**src/rtl/rr_arb4_onehot.sv**
```systemverilog
// Four-way round-robin arbiter with a registered one-hot grant and a hold-time limit.
// A grant is released on done, on the holder dropping its request, or when MAX_HOLD expires.
module rr_arb4_onehot #(
  parameter int unsigned MAX_HOLD = 8
) (
  input  logic       clk,
  input  logic       rst,
  input  logic [3:0] req,
  input  logic       done,
  output logic [3:0] gnt,
  output logic       gnt_vld,
  output logic       timeout
);

  localparam logic [7:0] HoldLast = 8'(MAX_HOLD - 1);

  typedef enum logic [0:0] {StIdle, StBusy} state_e;

  state_e     state_q, state_d;
  logic [1:0] ptr_q, ptr_d;
  logic [1:0] win_q, win_d;
  logic [7:0] cnt_q, cnt_d;
  logic [3:0] gnt_q, gnt_d;
  logic       gnt_vld_q, gnt_vld_d;
  logic       timeout_q, timeout_d;

  logic [1:0] win_sel;
  logic [1:0] idx;
  logic       found;
  logic       expire;
  logic       holder_req;
  logic       release_now;

  // First requester at or after ptr, wrapping modulo 4.
  always_comb begin
    win_sel = ptr_q;
    found   = 1'b0;
    idx     = '0;
    for (int i = 0; i < 4; i++) begin
      idx = ptr_q + 2'(i);
      if (!found && req[idx]) begin
        win_sel = idx;
        found   = 1'b1;
      end
    end
  end

  assign expire      = (cnt_q == HoldLast);
  assign holder_req  = req[win_q];
  assign release_now = done || !holder_req || expire;

  always_comb begin
    state_d   = state_q;
    ptr_d     = ptr_q;
    win_d     = win_q;
    cnt_d     = cnt_q;
    gnt_d     = gnt_q;
    gnt_vld_d = gnt_vld_q;
    timeout_d = 1'b0;
    unique case (state_q)
      StIdle: begin
        if (found) begin
          state_d   = StBusy;
          win_d     = win_sel;
          cnt_d     = '0;
          gnt_d     = 4'b0001 << win_sel;
          gnt_vld_d = 1'b1;
        end
      end
      StBusy: begin
        if (release_now) begin
          state_d   = StIdle;
          ptr_d     = win_q + 2'd1;
          gnt_d     = '0;
          gnt_vld_d = 1'b0;
          // Only a pure expiry counts as a timeout; done takes precedence.
          timeout_d = expire && !done && holder_req;
        end else begin
          cnt_d = cnt_q + 8'd1;
        end
      end
      default: state_d = StIdle;
    endcase
  end

  always_ff @(posedge clk or posedge rst) begin
    if (rst) begin
      state_q   <= StIdle;
      ptr_q     <= '0;
      win_q     <= '0;
      cnt_q     <= '0;
      gnt_q     <= '0;
      gnt_vld_q <= 1'b0;
      timeout_q <= 1'b0;
    end else begin
      state_q   <= state_d;
      ptr_q     <= ptr_d;
      win_q     <= win_d;
      cnt_q     <= cnt_d;
      gnt_q     <= gnt_d;
      gnt_vld_q <= gnt_vld_d;
      timeout_q <= timeout_d;
    end
  end

  assign gnt     = gnt_q;
  assign gnt_vld = gnt_vld_q;
  assign timeout = timeout_q;

endmodule

```
**config.mk**
```make
export PLATFORM = sky130hd
export DESIGN_NAME = rr_arb4_onehot
export DESIGN_NICKNAME = d
export VERILOG_FILES = /design/src/rtl/rr_arb4_onehot.sv
export SDC_FILE = /design/constraint.sdc
export NUM_CORES = 1
export LEC_CHECK = 0
export ABC_AREA = 1
export CORE_ASPECT_RATIO = 1.2
export CORE_MARGIN = 4
export CORE_UTILIZATION = 40
export CTS_CLUSTER_SIZE = 25
export DETAILED_ROUTE_END_ITERATION = 7
export SETUP_SLACK_MARGIN = 0.2
export SLEW_MARGIN = 20
export SYNTH_ARGS = -nofsm -noshare
export SYNTH_HDL_FRONTEND = slang
export SYNTH_SLANG_ARGS = --single-unit
```
**constraint.sdc**
```tcl
create_clock -name clk -period 4.5 [get_ports clk]
set_input_delay 1.35 -clock clk [delete_from_list [all_inputs] [get_ports clk]]
set_output_delay 1.35 -clock clk [all_outputs]
set_load 0.01 [all_outputs]
```
# Word-level counts from Yosys, hierarchy flattened
# Cells that the tools add are included.
classes:
  n_addsub: 5
  order_cmp: 5
  n_eq_ne: 4
  shift: 1
  n_mux: 31
  bitwise_logic: 1
  reduce_logical: 16
ops:
  columns: ["operator", "count"]
  rows:
  - ["8-bit two-way mux", 2]
  - ["8-bit case mux with 2 select lines", 1]
  - ["2-bit by 3-bit < comparator with 1-bit output (second input constant)", 5]
  - ["1-bit two-way mux", 15]
  - ["1-bit binary-select mux with 2-bit select", 5]
  - ["8-bit by 1-bit adder with 8-bit output (second input constant)", 1]
  - ["8-bit by 3-bit == test with 1-bit output (second input constant)", 1]
  - ["4-bit two-way mux", 2]
  - ["4-bit case mux with 2 select lines", 1]
  - ["2-bit AND reduction", 4]
  - ["2-bit two-way mux", 3]
  - ["1-bit logical AND", 5]
  - ["1-bit logical NOT", 5]
  - ["2-bit by 1-bit adder with 2-bit output (second input constant)", 2]
  - ["2-bit adder (second input constant)", 2]
  - ["2-bit inequality test (second input constant)", 2]
  - ["1-bit case mux with 2 select lines", 2]
  - ["1-bit by 2-bit << shifter with 4-bit output (first input constant)", 1]
  - ["1-bit logical OR", 2]
  - ["2-bit by 1-bit inequality test with 1-bit output (second input constant)", 1]
  - ["1-bit inverter", 1]
totals:
  ff_bits: 19
  in_bits: 7
  output_inout_bits: 6
  wordCells: 70

# Logic depth before layout (Yosys ltp)
depth:
  depth_word: 15
  depth_mapped: 14
  ltp_nobuf: 13

# Worst setup path after synthesis
# Ideal clock, no wire load.
synth_path:
  path_kind: "input port to flip-flop"
  startpoint: "in req[1]"
  endpoint: "reg gnt_q[1], in the netlist gnt[1]"
  setup_time_ns: 0.117
  arrival_time_ns: 2.174
  setup_slack_ns: 2.209
  stages: 11
  n_path_buf: 1
  cell_sequence: "inv_1 > nand2_1 > nand3_1 > nand2_1 > nor2_4 > nand3_2 > nand2_1 > buf_6 > nor2_2 > nand2_1 > nand2_1"
synth_via:
  elab_chain_cells: 15
  word_cells_on_any_way: 32
synth_lines:
  columns: ["element", "line", "rtl"]
  rows:
  - ["from (decl)", "8", "input logic [3:0] req,"]
  - ["1-bit binary-select mux with 2-bit select", "41", "if (!found && req[idx]) begin"]
  - ["1-bit two-way mux (implied by the code)", "41", null]
  - ["1-bit two-way mux", "41", null]
  - ["1-bit logical NOT", "41", null]
  - ["1-bit logical AND", "41", null]
  - ["1-bit two-way mux", "41", null]
  - ["1-bit logical NOT", "41", null]
  - ["1-bit logical AND", "41", null]
  - ["1-bit two-way mux", "41", null]
  - ["1-bit logical NOT", "41", null]
  - ["1-bit logical AND", "41", null]
  - ["2-bit two-way mux", "41", null]
  - ["1-bit by 2-bit << shifter with 4-bit output", "66", "gnt_d = 4'b0001 << win_sel;"]
  - ["4-bit two-way mux", "62", "if (found) begin"]
  - ["4-bit case mux with 2 select lines", "60", "unique case (state_q)"]
  - ["to (signal assigned)", "100", "gnt_q <= gnt_d;"]
  - ["to (decl)", "23", "logic [3:0] gnt_q, gnt_d;"]
# Parallel ways exist; a longest one is shown, timed or not. The select of a mux whose other input is x is not followed.
# A chain may end at the register's enable or synchronous reset.

# Worst setup path in the final report
layout_path:
  startpoint: "in req[3]"
  endpoint: "reg cnt_q[2]"
layout_via:
  elab_chain_cells: 14
  word_cells_on_any_way: 26
layout_lines:
  columns: ["element", "line", "rtl"]
  rows:
  - ["1-bit binary-select mux with 2-bit select", "41", null]
  - ["1-bit two-way mux (implied by the code)", "41", null]
  - ["1-bit two-way mux", "41", null]
  - ["1-bit logical NOT", "41", null]
  - ["1-bit logical AND", "41", null]
  - ["1-bit two-way mux", "41", null]
  - ["1-bit logical NOT", "41", null]
  - ["1-bit logical AND", "41", null]
  - ["1-bit two-way mux", "41", null]
  - ["1-bit logical NOT", "41", null]
  - ["1-bit logical AND", "41", null]
  - ["1-bit two-way mux", "41", null]
  - ["2-bit inequality test (no line)", null, null]
  - ["2-bit AND reduction (no line) (*)", null, null]
  - ["to (signal assigned)", "99", "cnt_q <= cnt_d;"]
  - ["to (decl)", "22", "logic [7:0] cnt_q, cnt_d;"]
# Every way passes the cells marked *; elsewhere a longest branch is shown, timed or not. The select of a mux whose other input is x is not followed.

==> reports/results.ini <==
[routing]
routedWlPerCell_um = 11.65
drtPass1Iterations = 4
wl_mm = 2.983
drt_iter0_drc = 90
ant_nets = 0
drc = 0
via_per_inst = 5.105
vias = 1307

[floorplan]
fp.dieH_um = 72.46
die_w_um = 61.72
ioPinCount = 13
initial_utilization = 0.4149
die_area_um2 = 4472
row_count = 23
coreArea_um2 = 3338

[worst_setup_path]
setup.worst_path.start_class = input pin
reg2reg_to = gnt[2]$_DFFE_PP0P_
cp-end-kind = flip-flop
ff2ff_setup_slack_ns = 2.36
crit_arrival_ns = 3.12
critPathKind = input pin to flip-flop
worstSetupStartpoint = req[3]
cp_max_fo = 15
rr_worst_depth = 11
regToRegStartpoint = ptr_q[0]$_DFFE_PP0P_
critPathRequiredTime_ns = 4.67

[clocking]
cts_made_buffers = 3
cts.sinks = 19
cts_resized = 0
clk_latency_ns = 0.26
cts-root-buf = clkbuf_8
cts_setup_buffers = 0
h-tree-depth = 1
clk_pin_slew_worst_paths_ns = 0.07
cts_tree = done
cts_buffer_depth = 2
cts_hold_repair.buffers = 0

[synth]
synth_cell_types = 30
ys_seq_elements = 19
synth-edff-count = 0
synth_top_family_by_area = simple AND/OR/NAND/NOR gates
async_flop_share = 1.000
synth_commonest_cells = nand2_1 (87), nand3_1 (29), dfrtp_1 (19)
avgSynthCellArea_um2 = 6.564
synth_compound_area_frac = 0.04878
synth-simple-area-share = 0.4851
synth-adder-area-share = 0.009033
ys_top_cells_by_area = dfrtp_1 (34%), nand2_1 (24%), nand3_1 (10%)
muxShareOfSynthArea = 0
yosys.area.top_type = dfrtp_1
synth_xor_xnor_area_share = 0.01265
syn_area_um2 = 1385
yosys_warnings = 0
synthFlopType = dfrtp_1
syn_inst = 211
syn-num-nets = 219
synth_seq_area_share = 0.3433
synth.most_common_cell = nand2_1
synth_top_area_frac = 0.3433

[global_route]
antenna_found_initial = 0
grt_pass1_vias = 1258
grt-ovfl-total = 0
grt_max_degree = 20
grt_pass1_wl_mm = 5.526
track_usage = 0.1592

[worst_hold_path]
hold_path_depth = 2
min_from = cnt_q[1]$_DFFE_PP0P_
holdPathEnd = cnt_q[1]$_DFFE_PP0P_
hold_class = flip-flop to flip-flop

[placement]
hpwl_mm = 2.226
port_buffers = 12
gp_congestion = 0.8141

[power]
peakVddDrop_mv = 0.3355
cellPowerDensity_nw_per_um2 = 674.3
p_leak_nw = 0.7925

[final_layout]
fin_util = 0.4595
area_growth_pct = 10.75
antennaDiodeCount = 0
drive_gt1_frac = 0.09589
finalNetCount = 228
n_fill_cell = 353

[timing]
drv_slew = 0
period_share = 0.6544
fmax_mhz = 339.6
final.setup.tns_ns = 0
setup_viol = 0
worstMarginPinSlew_ns = 0.7375
finClkSkew_ns = 0.003578
period_minus_slack_ns = 2.945
maxSlewHeadroom = 0.5078
rsz0062_at_grt = no
hold_viol = 0

[run]
drv_cap = 0

[status]
outcome = finished clean

placed cells by master (no fill, tap or decap), types with 2 or more instances in the layout:
cell / count
o21ai_0: 10
inv_2: 2
nand4_1: 4
nand3b_1: 2
nand2_1: 87
clkdlybuf4s50_1: 12
nand3_1: 29
nand2_2: 8
nor3_1: 2
or2_2: 2
nor2_1: 8
dfrtp_1: 19
clkbuf_8: 3
inv_1: 17
area by class of cell:
type,instances,area [um2],area share
timing repair buffer,12,120.1,0.07830
tap,37,46.29,0.03018
clock buffer,4,45.04,0.02936
sequential,19,475.5,0.3100
multi-input combinational,164,769.5,0.5016
inverter,20,77.57,0.05057
through the flow:
step           hold slack (ns)  area, um2  setup WS [ns]  cells  total power [mW]
2_1_floorplan           0.4673       1385          2.209    211            0.8243
3_3_place_gp            0.5108       1489          1.325    252            0.9219
3_5_place_dp            0.5017       1489          1.275    252            0.9196
4_1_cts                 0.5223       1534          1.541    256             1.041
5_1_grt                 0.5439       1534          1.277    256             1.167
6_report                0.5158       1534          1.555    256             1.034
cells by family (layout without fill, tap and decap cells):
group / Yosys count / count (layout)
buffers and inverters: 28 / 36
adder cells (fa/ha/maj): 1 / 1
flip-flops: 19 / 19
AND/OR/NAND/NOR: 148 / 148
XOR/XNOR: 2 / 2
AO/OA/AOI/OAI: 13 / 13
report_power, final:
part | switching (mW) | internal, mW | leakage (nW)
Combinational | 0.407 | 0.204 | 0.522
Sequential | 0.0816 | 0.223 | 0.248
Clock | 0.0560 | 0.0630 | 0.0228
Total | 0.544 | 0.490 | 0.793
worst max-delay path by stage:
stage	to	cells after the start	slack (ns)
finish	cnt_q[2]$_DFFE_PP0P_	11	1.56
global route	cnt_q[0]$_DFFE_PP0P_	12	1.28
CTS	cnt_q[0]$_DFFE_PP0P_	12	1.54
detailed placement	cnt_q[0]$_DFFE_PP0P_	12	1.27
global placement	cnt_q[0]$_DFFE_PP0P_	12	1.33
floorplan	gnt[1]$_DFFE_PP0P_	11	2.21
critical path: stages:
cell             delay (ns)
clkdlybuf4s50_1        0.51
inv_1                  0.08
nand2_1                0.06
o211ai_1               0.08
nand2_1                0.07
inv_1                  0.05
nor2_1                 0.08
nand2_1                0.05
nand2_1                0.29
nand2_2                0.26
o21ai_0                0.24
layer usage:
layer | global-route usage | routed length (um) | vias up
li1 | - | - | 687
met1 | 0.2149 | 1325 | 599
met2 | 0.2596 | 1555 | 16
met3 | 0.01601 | 56 | 5
met4 | 0.05660 | 46 | 0
met5 | 0 | 0 | -
registers in the layout, indices dropped and copies added (netlist names):
name and flops:
cnt_q 8, gnt 4, gnt_vld 1, ptr_q 2, state_q 1, timeout 1
win_q 2
Note: power is estimated with default switching activity, not from simulation.
